<file path="config.mk">
export PLATFORM = sky130hd
export DESIGN_NAME = md5_chan_arbiter
export DESIGN_NICKNAME = d
export VERILOG_FILES = /design/src/rtl/md5_arb_pkg.sv /design/src/rtl/md5_rr_pick.sv /design/src/rtl/md5_chan_arbiter.sv
export SDC_FILE = /design/constraint.sdc
export NUM_CORES = 1
export LEC_CHECK = 0
export ABC_AREA = 1
export CORE_AREA = 2 2 112 114
export CTS_BUF_LIST = sky130_fd_sc_hd__clkbuf_2 sky130_fd_sc_hd__clkbuf_4 sky130_fd_sc_hd__clkbuf_8
export DETAILED_ROUTE_END_ITERATION = 10
export DIE_AREA = 0 0 114 116
export GPL_TIMING_DRIVEN = 0
export PLACE_DENSITY = 0.76
export SYNTH_ARGS = -nofsm -noshare
export SYNTH_HDL_FRONTEND = slang
export SYNTH_SLANG_ARGS = --single-unit
</file>
<file path="constraint.sdc">
create_clock -name clk -period 5.05 [get_ports clk]
set_input_delay 1.2625 -clock clk [delete_from_list [all_inputs] [get_ports clk]]
set_output_delay 1.2625 -clock clk [all_outputs]
set_load 0.05 [all_outputs]
</file>
<file path="src/rtl/md5_arb_pkg.sv">
// Shared types and constants for the MD5 multi-channel front-end arbiter.
package md5_arb_pkg;

  typedef enum logic [1:0] {
    IDLE      = 2'd0,
    XFER      = 2'd1,
    WAIT_DGST = 2'd2
  } arb_state_e;

  localparam int unsigned DGST_WORDS_DEF = 4;
  localparam int unsigned CHAN_W         = 3;
  localparam int unsigned NUMB_W         = 6;
  localparam int unsigned CNT_W          = 2;

endpackage

</file>
<file path="src/rtl/md5_rr_pick.sv">
// Combinational channel picker: round-robin from ptr, or lowest index wins
// when MD5_ARB_FIXED_PRIO_EN is defined.
module md5_rr_pick
  import md5_arb_pkg::*;
#(
  parameter int unsigned NUM_CH = 4
) (
  input  logic [NUM_CH-1:0] elig,
  input  logic [CHAN_W-1:0] ptr,
  output logic [NUM_CH-1:0] gnt,
  output logic [CHAN_W-1:0] gnt_id
);

`ifdef MD5_ARB_FIXED_PRIO_EN
  logic unused_ptr;
  assign unused_ptr = ^ptr;

  // Scan downwards so the lowest eligible index is written last.
  always_comb begin
    gnt    = '0;
    gnt_id = '0;
    for (int i = NUM_CH - 1; i >= 0; i--) begin
      if (elig[i]) begin
        gnt    = '0;
        gnt[i] = 1'b1;
        gnt_id = CHAN_W'(i);
      end
    end
  end
`else
  // Offset k from ptr maps to channel (ptr+k) mod NUM_CH; smallest offset wins.
  always_comb begin
    gnt    = '0;
    gnt_id = '0;
    for (int k = NUM_CH - 1; k >= 0; k--) begin
      for (int j = 0; j < NUM_CH; j++) begin
        if (elig[j] && (((32'(ptr) + 32'(k)) % NUM_CH) == 32'(j))) begin
          gnt    = '0;
          gnt[j] = 1'b1;
          gnt_id = CHAN_W'(j);
        end
      end
    end
  end
`endif

endmodule

</file>
<file path="src/rtl/md5_chan_arbiter.sv">
// Grants the single MD5 core to one requester channel per message and routes the
// digest back to it. Define MD5_ARB_FIXED_PRIO_EN for fixed-priority arbitration.
module md5_chan_arbiter
  import md5_arb_pkg::*;
#(
  parameter int unsigned NUM_CH     = 4,
  parameter int unsigned DATA_WIDTH = 32,
  parameter int unsigned DGST_WORDS = DGST_WORDS_DEF
) (
  input  logic                         clk,
  input  logic                         rst_n,
  input  logic [NUM_CH-1:0]            ReqVld,
  input  logic [NUM_CH*DATA_WIDTH-1:0] ReqData,
  input  logic [NUM_CH-1:0]            ReqFirst,
  input  logic [NUM_CH-1:0]            ReqLast,
  input  logic [NUM_CH*NUMB_W-1:0]     ReqNumb,
  input  logic [NUM_CH-1:0]            ReqInitVec,
  output logic [NUM_CH-1:0]            ReqRdy,
  output logic                         DataVld,
  output logic [DATA_WIDTH-1:0]        DataIn,
  output logic                         DataFirst,
  output logic                         DataLast,
  output logic [NUMB_W-1:0]            DataNumb,
  output logic                         InitVec,
  input  logic                         DataBusy,
  input  logic                         MsgDgstVld,
  input  logic [DATA_WIDTH-1:0]        MsgDigest,
  output logic                         DgstVld,
  output logic [DATA_WIDTH-1:0]        DgstData,
  output logic [CHAN_W-1:0]            DgstChan,
  output logic                         DgstLast,
  output logic                         GntVld,
  output logic [CHAN_W-1:0]            GntChan
);

  arb_state_e             state, state_nxt;
  logic [CHAN_W-1:0]      owner, ptr, pick_id;
  logic [CNT_W-1:0]       cnt;
  logic [NUM_CH-1:0]      elig, pick_gnt;
  logic                   pick_any, beat_acc, dgst_last;
  logic                   own_vld, own_first, own_last, own_iv;
  logic [DATA_WIDTH-1:0]  own_data;
  logic [NUMB_W-1:0]      own_numb;

  assign elig     = ReqVld & (ReqFirst | ReqInitVec);
  assign pick_any = |pick_gnt;

  md5_rr_pick #(.NUM_CH(NUM_CH)) u_pick (
    .elig   (elig),
    .ptr    (ptr),
    .gnt    (pick_gnt),
    .gnt_id (pick_id)
  );

  // Owner's request fields.
  always_comb begin
    own_vld   = 1'b0;
    own_first = 1'b0;
    own_last  = 1'b0;
    own_iv    = 1'b0;
    own_data  = '0;
    own_numb  = '0;
    for (int i = 0; i < NUM_CH; i++) begin
      if (owner == CHAN_W'(i)) begin
        own_vld   = ReqVld[i];
        own_first = ReqFirst[i];
        own_last  = ReqLast[i];
        own_iv    = ReqInitVec[i];
        own_data  = ReqData[i*DATA_WIDTH +: DATA_WIDTH];
        own_numb  = ReqNumb[i*NUMB_W +: NUMB_W];
      end
    end
  end

  assign beat_acc  = (state == XFER) && own_vld && !DataBusy;
  assign dgst_last = (state == WAIT_DGST) && MsgDgstVld && (cnt == CNT_W'(DGST_WORDS - 1));

  always_ff @(posedge clk or negedge rst_n) begin
    if (!rst_n) state <= IDLE;
    else        state <= state_nxt;
  end

  always_comb begin
    state_nxt = state;
    case (state)
      IDLE:      if (pick_any) state_nxt = XFER;
      XFER:      if (beat_acc && own_last) state_nxt = WAIT_DGST;
      WAIT_DGST: if (dgst_last) state_nxt = IDLE;
      default:   state_nxt = IDLE;
    endcase
  end

  // Owner, digest word counter and round-robin pointer.
  always_ff @(posedge clk or negedge rst_n) begin
    if (!rst_n) begin
      owner <= '0;
      ptr   <= '0;
      cnt   <= '0;
    end else begin
      if (state == IDLE && pick_any) begin
        owner <= pick_id;
        cnt   <= '0;
      end
      if (state == WAIT_DGST && MsgDgstVld) cnt <= dgst_last ? '0 : CNT_W'(cnt + 1'b1);
`ifdef MD5_ARB_FIXED_PRIO_EN
      ptr <= '0;
`else
      if (dgst_last) ptr <= (owner == CHAN_W'(NUM_CH - 1)) ? '0 : CHAN_W'(owner + 1'b1);
`endif
    end
  end

  always_comb begin
    ReqRdy    = '0;
    DataVld   = 1'b0;
    DataIn    = '0;
    DataFirst = 1'b0;
    DataLast  = 1'b0;
    DataNumb  = '0;
    InitVec   = 1'b0;
    DgstVld   = 1'b0;
    DgstData  = '0;
    DgstChan  = '0;
    DgstLast  = 1'b0;
    GntVld    = (state != IDLE);
    GntChan   = (state != IDLE) ? owner : '0;
    case (state)
      XFER: begin
        for (int i = 0; i < NUM_CH; i++) ReqRdy[i] = !DataBusy && (owner == CHAN_W'(i));
        DataVld = beat_acc;
        if (beat_acc) begin
          DataIn    = own_data;
          DataFirst = own_first;
          DataLast  = own_last;
          DataNumb  = own_numb;
          InitVec   = own_iv;
        end
      end
      WAIT_DGST: begin
        DgstVld = MsgDgstVld;
        if (MsgDgstVld) begin
          DgstData = MsgDigest;
          DgstChan = owner;
          DgstLast = dgst_last;
        end
      end
      default: ;
    endcase
  end

endmodule

</file>
### After elaboration in Yosys (flattened, before gate mapping)

Cells that the tools add are included.

| word-level totals | value |
|---|---|
| register bits after elaboration | 8 |
| logic and storage cells | 152 |

| operators by class | value |
|---|---|
| $add $sub $neg | 5 |
| equality and inequality tests | 21 |
| multiplexer cells | 83 |
| bitwise gates (word level) | 2 |
| reduce and logical (&&, ||, !) cells | 37 |

Operator list:

| operator | number |
|---|---|
| $mux 32 | 8 |
| $logic_not 32->1 | 4 |
| $mux 4 | 14 |
| $mux 2 | 24 |
| $mux 6 | 6 |
| $mux 1 | 28 |
| $logic_and 1x1->1 | 26 |
| $eq 2x2->1 const B | 12 |
| $eq 2x1->1 const B | 6 |
| $add 2x1->2 const B | 3 |
| $mux 3 | 2 |
| $pmux 2 s3 | 1 |
| $add 2x2->2 const B | 2 |
| $and 4x4->4 | 1 |
| $ne 2x2->1 const B | 2 |
| $or 4x4->4 | 1 |
| $reduce_bool 2->1 | 2 |
| $reduce_or 4->1 | 1 |
| $logic_not 3->1 | 1 |
| $reduce_and 3->1 | 1 |
| $logic_not 2->1 | 1 |
| $ne 2x1->1 const B | 1 |
| $logic_not 1->1 | 1 |

### Longest topological paths before layout

Gate-level depths: netlist (run 1).

| depth | value |
|---|---|
| word-level depth | 23 |
| mapped depth | 16 |

### Hierarchy

A second synthesis (run 1) with hierarchy kept.

| unflattened totals | value |
|---|---|
| cells, all modules | 635 |
| area, all modules | 3143.0 µm² |

Modules (own cells, without submodules):

| module | instances | cells an instance | area an instance (µm²) | sequential area each (µm²) |
|---|---|---|---|---|
| md5_chan_arbiter | 1 | 568 | 2788.9 | 250.2 |
| md5_rr_pick | 1 | 67 | 354.1 | 0.0 |

### Worst setup path after synthesis (run 1)

OpenSTA, ideal clock, no wires.

| timing path | value |
|---|---|
| path type | input port to output port |
| from | input port ReqVld[1] |
| to | output port DataIn[27] |
| data arrival time | 3101 ps |
| required time | 3788 ps |
| setup slack | 686 ps |
| stages | 9 |
| path through | inv_1 -> o22ai_1 -> nand2_1 -> o211ai_1 -> o21ai_1 -> nor2_2 -> inv_2 -> buf_2 -> a211oi_2 |

| on the way | value |
|---|---|
| word-level cells in the longest chain between the ends | 7 |

Ends and longest elaborated chain:

| item | RTL line | text |
|---|---|---|
| start, declared | md5_chan_arbiter.sv:12 | `input logic [NUM_CH-1:0] ReqVld,` |
| $mux 1 (3 in series) | md5_chan_arbiter.sv:64 | `if (owner == CHAN_W'(i)) begin` |
| $logic_and 1x1->1 (2 in series) | md5_chan_arbiter.sv:75 | `assign beat_acc = (state == XFER) && own_vld && !DataBusy;` |
| $mux 32 | md5_chan_arbiter.sv:131 | `if (beat_acc) begin` |
| $mux 32 | md5_chan_arbiter.sv:127 | `case (state)` |
| end, declared | md5_chan_arbiter.sv:20 | `output logic [DATA_WIDTH-1:0] DataIn,` |

No other way between the ends.

### Worst setup path after layout (run 1)

| timing path | value |
|---|---|
| from | input port ReqVld[1] |
| to | output port DataIn[19] |

The elaborated chain is that of the path after synthesis.

==> metrics.md, run 1 <==
| Metric | Value |
|---|---|
| Slew @ Worst Pin | 0.7759 ns |
| Worst VDD drop | 0.0003819 V |
| Net Sw Frac | 0.6297 |
| R2R depth | 9 |
| CTS Buffer Depth | 2 |
| Die Area | 0.01322 sq mm |
| Hold_buf cts | 0 |
| Int Pwr | 0.8575 mW |
| Fraction of final layout cells sized beyond drive strength 1 | 0.05412 |
| Starting density of the core | 0.2134 |
| Critical R2R Launch | owner[0] |
| RSZ-0062 raised after global routing | false |
| Clk pwr share | 0.033 |
| Part of the power in registers | 0.045 |
| Number of port buffers | 288 |
| Sink Count | 8 |
| Hold Path Sink | state[1] |
| Worst skew pair latency | 0.23 ns |
| Clock slew at reported path FFs | 0.04 ns |
| CTS tree | done |
| Slew Limit Fails | 0 |
| CTS Buf Count | 3 |
| Power consumption | 2.316 mW |
| Setup Viol. Count Final | 0 |
| Yosys top cell area share | 0.1634 |
| DIE WIDTH | 114 um |
| CP endpoint kind | primary output |
| Min-delay worst type | register to register |
| Vias per inst | 4.711 |
| Register area | 200.2 sq um |
| R2r endpoint | state[0] |
| Number of max-cap violations | 0 |
| Io pins | 291 |
| CP max FO | 10 |
| Critical path class | input port to primary output |
| DR WL/cell | 15.13 um |
| P&R area growth vs syn | 124.5% |
| Final Cycle Share | 0.9802 |
| Vias in the first global route | 4187 |
| Critical path arrival | 3.69 ns |
| Required @ worst endpoint | 3.79 ns |
| Pleak | 2.743 nW |
| First-pass DRT Iterations | 5 |
| GRT overflow | 0 |
| Root Driver | clkbuf_8 |
| Power Dens Cells | 405.7 mW/mm^2 |
| Comb power frac | 0.923 |
| Placeable Area | 0.01191 sq mm |
| Hold violation count in the final report | 0 |
| R2R Setup Slk | 2.93 ns |
| Antenna violations before repair | 0 |
| Fmax | 0.2020 GHz |
| Final non-filler cell total | 923 |
| Total global-route track usage | 0.1924 |
| Worst hold path depth | 1 |
| WL final | 13970 um |
| # placed instances | 920 |
| Switching power | 1.458 mW |
| Max Clock Skew | 0.001233 ns |
| Gate Count Post-Synth | 484 |
| Final min period | 4.950 ns |
| Startpoint class of the critical path | input port |
| Antenna viol nets, final | 0 |
| YS warnings | 0 |
| Post-synthesis area per instance | 5.253 sq um |
| Die height | 116 um |
| Min Hold Slack | 0.5110 ns |
| Synth area leader | a21oi_1 |
| Synth area leaders | a21oi_1 16%, nor2_1 16%, a211oi_2 11% |
| Ant diodes | 0 |
| Final net count | 987 |
| Slew headroom | 0.4827 |
| Initial DRC Count | 267 |
| First-pass GRT wire length | 20720 um |
| GP Congestion | 0.8627 |
| H-tree depth reported by CTS | 1 |
| Synthesized cell area | 0.002542 sq mm |
| Synth Register Bits | 8 |
| Sequential cell area fraction in the yosys report | 0.07874 |
| Maximum number of pins on one net before global-route repair | 11 |
| Status | complete, no violations |
| Synth cell types | 26 |
| Footprint of the multi-input gates | 0.001916 sq mm |
| Filler cells | 1210 |
| Worst Min Path Start | state[0] |
| DRC | 0 |
| Row count | 40 |
| Hpwl dp | 11500 um |
| Vias post-DR | 4348 |
| Setup Fix Bufs, Post-CTS | 0 |
[per-stage QoR]
stage                TNS, ns  area [sq um]  utilization  setup slack, ns
global route               0          5708       0.4792        0.0007225
CTS                        0          5653       0.4746          0.03982
floorplan                  0          2546            -           0.6865
finish                     0          5708       0.4792          0.09991
global placement    -0.04278          5613       0.4712         -0.04278
detailed placement  -0.05209          5613       0.4712         -0.05209
[state kept, by name, summed over array words and instances (netlist names)]
signal and flops:
cnt 2, owner 2, ptr 2, state 2
[repair_timing]
item | 4_1_cts | 5_1_grt
setup endpoints to repair | 1 | 22
pin swaps | 0 | 0
gates cloned | 0 | 0
gates resized for setup | 1 | 22
[power groups by stage]
| stage | registers [mW] | logic [mW] | clock network [mW] |
|---|---|---|---|
| 2_1_floorplan | 0.0987 | 1.42 | 0 |
| 3_3_place_gp | 0.103 | 2.14 | 0 |
| 3_5_place_dp | 0.103 | 2.15 | 0 |
| 4_1_cts | 0.102 | 2.15 | 0.0771 |
| 5_1_grt | 0.106 | 2.32 | 0.0814 |
| 6_report | 0.103 | 2.14 | 0.0757 |
[layer usage]
layer | GRT usage | part of all wire | up-vias
met5 | 0 | 0 | -
met4 | 0.03008 | 0.013 | 0
met3 | 0.03870 | 0.083 | 15
met2 | 0.3655 | 0.50 | 203
met1 | 0.2270 | 0.41 | 1956
li1 | - | - | 2174
[cell families (layout without fill, tap and decap cells)]
kind of cell,Yosys count,count (layout),share of synthesized area
and+or+nand+nor,205,205,0.3184
AOI/OAI and AO/OA,158,158,0.4075
buffers and inverters,107,398,0.1693
DFF,8,8,0.07874
adders and majority gates,5,5,0.02461
other,1,2,0.001475
[final cells by class]
class,instances,area share
Inverter,66,0.04340
Sequential cell,8,0.03507
Multi-Input combinational cell,370,0.3356
Timing Repair Buffer,288,0.5145
Tap cell,147,0.03222
Clock buffer,3,0.007234
Buffer,41,0.03200
[critical path: stages]
cell and delay [ns]:
clkdlybuf4s50_1 0.51, inv_1 0.06, o22ai_1 0.15, nand2_1 0.08
o211ai_1 0.08, o21ai_1 0.10, nor2_2 0.18, inv_2 0.10
buf_4 0.21, a211oi_2 0.14, clkdlybuf4s50_1 0.83
[how the worst max path moves through the flow]
stage	startpoint	slack, ns	depth (start not counted)	end
finish	ReqVld[1]	0.1	11	DataIn[19]
global route	ReqVld[1]	0.0007	11	DataIn[19]
CTS	ReqVld[1]	0.04	11	DataIn[11]
detailed placement	ReqVld[1]	-0.05	11	DataIn[27]
global placement	ReqVld[1]	-0.04	11	DataIn[27]
floorplan	ReqVld[1]	0.69	9	DataIn[27]
[cells in the final DEF, fill, tap and decap left out, types with 20 or more instances in the layout]
master	netlist	final
a211oi_2	22	22
a21oi_1	83	83
clkbuf_1	28	28
clkdlybuf4s50_1	0	265
dlymetal6s2s_1	0	22
inv_1	64	64
nand2_1	66	66
nand3_1	27	27
nor2_1	109	109
o21ai_0	23	23
o31ai_1	20	20
[cells in the mapped netlist]
cell type and instances:
a211oi_2 22, nor2_2 1, nor2_1 109, nor3_1 1, inv_2 2, conb_1 1
buf_2 7, o211ai_1 2, buf_1 1, a221oi_2 2, nand4_1 1, o22ai_1 3
a31oi_1 1, buf_6 1, ha_1 5, o31ai_1 20, o21ai_0 23, dfrtp_1 8
buf_4 3, inv_1 64, clkbuf_1 28, o21ai_1 2, nand3_1 27, clkbuf_2 1
nand2_1 66, a21oi_1 83
Note: power is estimated with default switching activity, not from simulation.
==> inputs of run 2 (changes only) <==
--- a/config.mk
+++ b/config.mk
@@ -11,6 +11,7 @@
 export DETAILED_ROUTE_END_ITERATION = 10
 export DIE_AREA = 0 0 114 116
 export GPL_TIMING_DRIVEN = 0
+export MAX_ROUTING_LAYER = met4
 export PLACE_DENSITY = 0.76
 export SYNTH_ARGS = -nofsm -noshare
 export SYNTH_HDL_FRONTEND = slang
==> metrics.md, run 2 (synthesis results as in run 1) <==
| Metric | Value |
|---|---|
| GP Congestion | 0.8767 |
| Starting density of the core | 0.2134 |
| Slew Limit Fails | 0 |
| Fraction of final layout cells sized beyond drive strength 1 | 0.05412 |
| CP bufs+invs | 5 |
| DR WL/cell | 15.07 um |
| Setup total negative slack | 0 ns |
| Power Dens Cells | 405.2 mW/mm^2 |
| First-pass DRT Iterations | 4 |
| Slew @ Worst Pin | 0.7646 ns |
| CTS tree | done |
| Row count | 40 |
| Hold_buf cts | 0 |
| CTS Buffer Depth | 2 |
| Power consumption | 2.313 mW |
| Final instance area | 0.005708 sq mm |
| Io pins | 291 |
| Die Area | 0.01322 sq mm |
| Most frequent cells in the layout | 265 x clkdlybuf4s50_1, 109 x nor2_1, 83 x a21oi_1 |
| Final net count | 987 |
| Vias post-DR | 4316 |
| Critical Path Slowest Stage Cell | clkdlybuf4s50_1 |
| Critical path arrival | 3.69 ns |
| Final min period | 4.951 ns |
| CP max FO | 10 |
| CP delay by family, top | buffers and inverters |
| Clock slew at reported path FFs | 0.04 ns |
| H-tree depth reported by CTS | 1 |
| Number of port buffers | 288 |
| DRC | 0 |
| GRT overflow | 0 |
| WL final | 13910 um |
| Initial DRC Count | 258 |
| Most used cell, CP | clkdlybuf4s50_1 |
| Number of max-cap violations | 0 |
| Most common cell after layout, fill and taps aside | clkdlybuf4s50_1 |
| Sink Count | 8 |
| Die height | 116 um |
| Maximum number of pins on one net before global-route repair | 11 |
| Status | complete, no violations |
| Worst VDD drop | 0.0003814 V |
| Hold violation count in the final report | 0 |
| Required @ worst endpoint | 3.79 ns |
| RSZ-0062 raised after global routing | false |
| Ant diodes | 0 |
| Critical path class | input port to primary output |
| Pleak | 2.743 nW |
| Worst stage delay on the critical path | 0.83 ns |
| CTS Buf Count | 3 |
| Placed Instance Area | 0.005613 sq mm |
| Vias per inst | 4.676 |
| Setup Fix Bufs, Post-CTS | 0 |
| Setup slack at placement | -0.05209 ns |
| Fmax | 0.2020 GHz |
| CTS resizes | 1 |
| Antenna violations before repair | 0 |
| Root Driver | clkbuf_8 |
| Max Clock Skew | 0.001511 ns |
| Startpoint class of the critical path | input port |
| First-pass GRT wire length | 20680 um |
| Final Cycle Share | 0.9803 |
| Min-delay worst type | register to register |
| CP endpoint kind | primary output |
| Setup Viol. Count Final | 0 |
| Worst skew pair latency | 0.23 ns |
| Antenna viol nets, final | 0 |
| Vias in the first global route | 4189 |
| P&R area growth vs syn | 124.5% |
| DIE WIDTH | 114 um |
| Placeable Area | 0.01191 sq mm |
| Min Hold Slack | 0.5057 ns |
| Slew headroom | 0.4903 |
| Hpwl dp | 11500 um |
| Critical path, cell by cell | clkdlybuf4s50_1, inv_1, o22ai_1, nand2_1, o211ai_1, o21ai_1, nor2_2, inv_2, buf_4, a211oi_2, clkdlybuf4s50_1 |
| Total global-route track usage | 0.1981 |
| Final WS setup | 0.09944 ns |
-- run 2: cell counts in the layout (fill, tap and decap cells not counted) --
Identical to the previous run, type by type.
-- run 2: report_power, final --
part	switching (mW)	internal, mW	leakage [nW]	total [mW]
Clock	0.0241	0.0515	0.0216	0.0756
Sequential	0.0190	0.0841	0.0929	0.103
Combinational	1.41	0.722	2.63	2.13
Total	1.46	0.857	2.74	2.31
-- run 2: path summary, 6_finish.rpt --
kind / to / slack (ns) / startpoint / cells past startpoint
min: cnt[0] / 0.51 / cnt[0] / 1
max in group asynchronous: ptr[0] / 3.46 / rst_n / 1
min in group asynchronous: owner[1] / 1.32 / rst_n / 1
min reg2reg: cnt[0] / 0.51 / cnt[0] / 1
max reg2reg: state[0] / 2.93 / owner[0] / 9
max: DataIn[19] / 0.1 / ReqVld[1] / 11
-- run 2: routing by layer --
metal	routed length, um	global-route usage	up-vias
met5	0	-	-
met2	6906	0.3635	193
li1	-	-	2175
met3	1132	0.03295	19
met1	5678	0.2305	1929
met4	194	0.03252	0
-- run 2: metrics by stage --
stage               utilization  instances
finish                   0.4792        923
global route             0.4792        923
CTS                      0.4746        923
detailed placement       0.4712        920
global placement         0.4712        920
floorplan                     -        485
-- run 2: area by class of cell --
| type | count | area, sq um |
|---|---|---|
| Inverter | 66 | 247.7 |
| Clock buffer | 3 | 41.29 |
| Fill cell | 1210 | 6203 |
| Sequential cell | 8 | 200.2 |
| Multi-Input combinational cell | 370 | 1916 |
| Timing Repair Buffer | 288 | 2937 |
| Tap cell | 147 | 183.9 |
| Buffer | 41 | 182.7 |
==> inputs of run 3 (changes only) <==
--- a/config.mk
+++ b/config.mk
@@ -6,13 +6,14 @@
 export NUM_CORES = 1
 export LEC_CHECK = 0
 export ABC_AREA = 1
-export CORE_AREA = 2 2 112 114
+export CORE_AREA = 2 2 114 116
 export CTS_BUF_LIST = sky130_fd_sc_hd__clkbuf_2 sky130_fd_sc_hd__clkbuf_4 sky130_fd_sc_hd__clkbuf_8
 export DETAILED_ROUTE_END_ITERATION = 10
-export DIE_AREA = 0 0 114 116
+export DIE_AREA = 0 0 116 118
 export GPL_TIMING_DRIVEN = 0
 export MAX_ROUTING_LAYER = met4
-export PLACE_DENSITY = 0.76
+export PLACE_DENSITY_LB_ADDON = 0.08
+export SLEW_MARGIN = 20
 export SYNTH_ARGS = -nofsm -noshare
 export SYNTH_HDL_FRONTEND = slang
 export SYNTH_SLANG_ARGS = --single-unit
==> constraint.sdc (replaced) <==
create_clock -name clk -period 5.2 [get_ports clk]
set_input_delay 1.3 -clock clk [delete_from_list [all_inputs] [get_ports clk]]
set_output_delay 1.3 -clock clk [all_outputs]
set_load 0.05 [all_outputs]
==> metrics.md, run 3 (synthesis results as in run 1) <==
| Metric | Value |
|---|---|
| Min-delay worst type | register to register |
| Die Area | 0.01369 sq mm |
| Final instance area | 0.005695 sq mm |
| Initial DRC Count | 223 |
| Worst VDD drop | 0.0002436 V |
| CTS tree | done |
| Final WS setup | 0.1582 ns |
| Total global-route track usage | 0.2092 |
| Worst skew pair latency | 0.23 ns |
| Placeable Area | 0.01241 sq mm |
| Critical path class | input port to primary output |
| Final Cycle Share | 0.9696 |
| First-pass DRT Iterations | 5 |
| Status | complete, no violations |
| R2R Setup Slk | 3.04 ns |
| Clk pwr share | 0.034 |
| Ant diodes | 0 |
| CP max FO | 10 |
| GRT overflow | 0 |
| Most frequent cells in the layout | 284 x clkdlybuf4s50_1, 109 x nor2_1, 83 x a21oi_1 |
| Setup slack at placement | 0.05155 ns |
| DIE WIDTH | 116 um |
| Slew @ Worst Pin | 0.7997 ns |
| Vias in the first global route | 4332 |
| Die height | 118 um |
| Number of max-cap violations | 0 |
| Register area | 200.2 sq um |
| Net Sw Frac | 0.6297 |
| Row count | 41 |
| Vias post-DR | 4331 |
| Placed Instance Area | 0.005644 sq mm |
| Part of the power in registers | 0.044 |
| Required @ worst endpoint | 3.90 ns |
| CTS Buf Count | 3 |
| First-pass GRT wire length | 22380 um |
| Int Pwr | 0.8378 mW |
| CTS Buffer Depth | 2 |
| Number of port buffers | 288 |
| Sink Count | 8 |
| Io pins | 291 |
| Post-layout util | 0.4588 |
| Fraction of final layout cells sized beyond drive strength 1 | 0.05412 |
| Maximum number of pins on one net before global-route repair | 11 |
| DR WL/cell | 15.80 um |
| CP endpoint kind | primary output |
| Slew headroom | 0.4669 |
| Hold violation count in the final report | 0 |
| Fmax | 0.1983 GHz |
| Switching power | 1.425 mW |
| Setup total negative slack | 0 ns |
| WL final | 14970 um |
| Power consumption | 2.263 mW |
| Clock slew at reported path FFs | 0.04 ns |
| Pleak | 2.417 nW |
| Final net count | 987 |
| Hold_buf cts | 0 |
| Footprint of the multi-input gates | 0.001916 sq mm |
| Hpwl dp | 12260 um |
| RSZ-0062 raised after global routing | false |
| Setup Viol. Count Final | 0 |
| Power Dens Cells | 397.2 mW/mm^2 |
| Final min period | 5.042 ns |
| Most common cell after layout, fill and taps aside | clkdlybuf4s50_1 |
| Filler cells | 1298 |
| Vias per inst | 4.569 |
| P&R area growth vs syn | 124.0% |
| Critical path arrival | 3.74 ns |
| Antenna violations before repair | 0 |
| GP Congestion | 0.9356 |
| H-tree depth reported by CTS | 1 |
| Starting density of the core | 0.2048 |
| Antenna viol nets, final | 0 |
| Root Driver | clkbuf_8 |
| Startpoint class of the critical path | input port |
| Slew Limit Fails | 0 |
| Max Clock Skew | 0.001236 ns |
| DRC | 0 |
| Comb power frac | 0.922 |
-- run 3: final cells by class --
| type | count | share of cell area |
|---|---|---|
| clock buffers | 3 | 0.007250 |
| repair buffers | 288 | 0.5079 |
| plain buffers | 41 | 0.03207 |
| flip-flops and latches | 8 | 0.03515 |
| multi-input cells | 370 | 0.3363 |
| well taps | 172 | 0.03779 |
| inverters | 66 | 0.04350 |
-- run 3: worst max-delay path: stages --
cell,delay (ns)
clkdlybuf4s50_1,0.50
inv_1,0.05
o22ai_1,0.14
nand2_1,0.07
o211ai_1,0.07
o21ai_1,0.11
nor2_2,0.18
inv_2,0.09
buf_2,0.21
a211oi_2,0.17
clkdlybuf4s50_1,0.85
-- run 3: per-stage QoR --
stage	std cells	hold slack (ns)
after floorplan	485	0.4639
after global routing	948	0.5377
final	948	0.5049
after detailed placement	945	0.4964
after CTS	948	0.5017
after global placement	945	0.4838
-- run 3: path summary, 6_finish.rpt --
check                           from    endpoint  cells past startpoint
max                        ReqVld[1]  DataIn[28]                     11
min                           cnt[0]      cnt[0]                      1
max reg2reg                 owner[0]    state[0]                     12
min reg2reg                   cnt[0]      cnt[0]                      1
max in group asynchronous      rst_n      cnt[1]                      1
min in group asynchronous      rst_n    state[1]                      1
-- run 3: repair_timing --
item,CTS,global route
gates resized for setup,0,4
endpoints found under the setup margin,0,4
setup buffers,0,0
-- run 3: power by group through the flow --
stage | Sequential, mW | Combinational, mW | Clock (mW)
after CTS | 0.0985 | 2.10 | 0.0796
after global placement | 0.0987 | 2.07 | 0
final | 0.0986 | 2.09 | 0.0771
after floorplan | 0.0958 | 1.37 | 0
after global routing | 0.102 | 2.26 | 0.0830
after detailed placement | 0.0994 | 2.09 | 0
-- run 3: routing by layer --
layer,global-route usage,vias up,share of wire
li1,-,2176,-
met1,0.2395,1939,0.40
met2,0.3834,204,0.51
met3,0.03656,12,0.083
met4,0.03199,0,0.013
met5,-,-,0
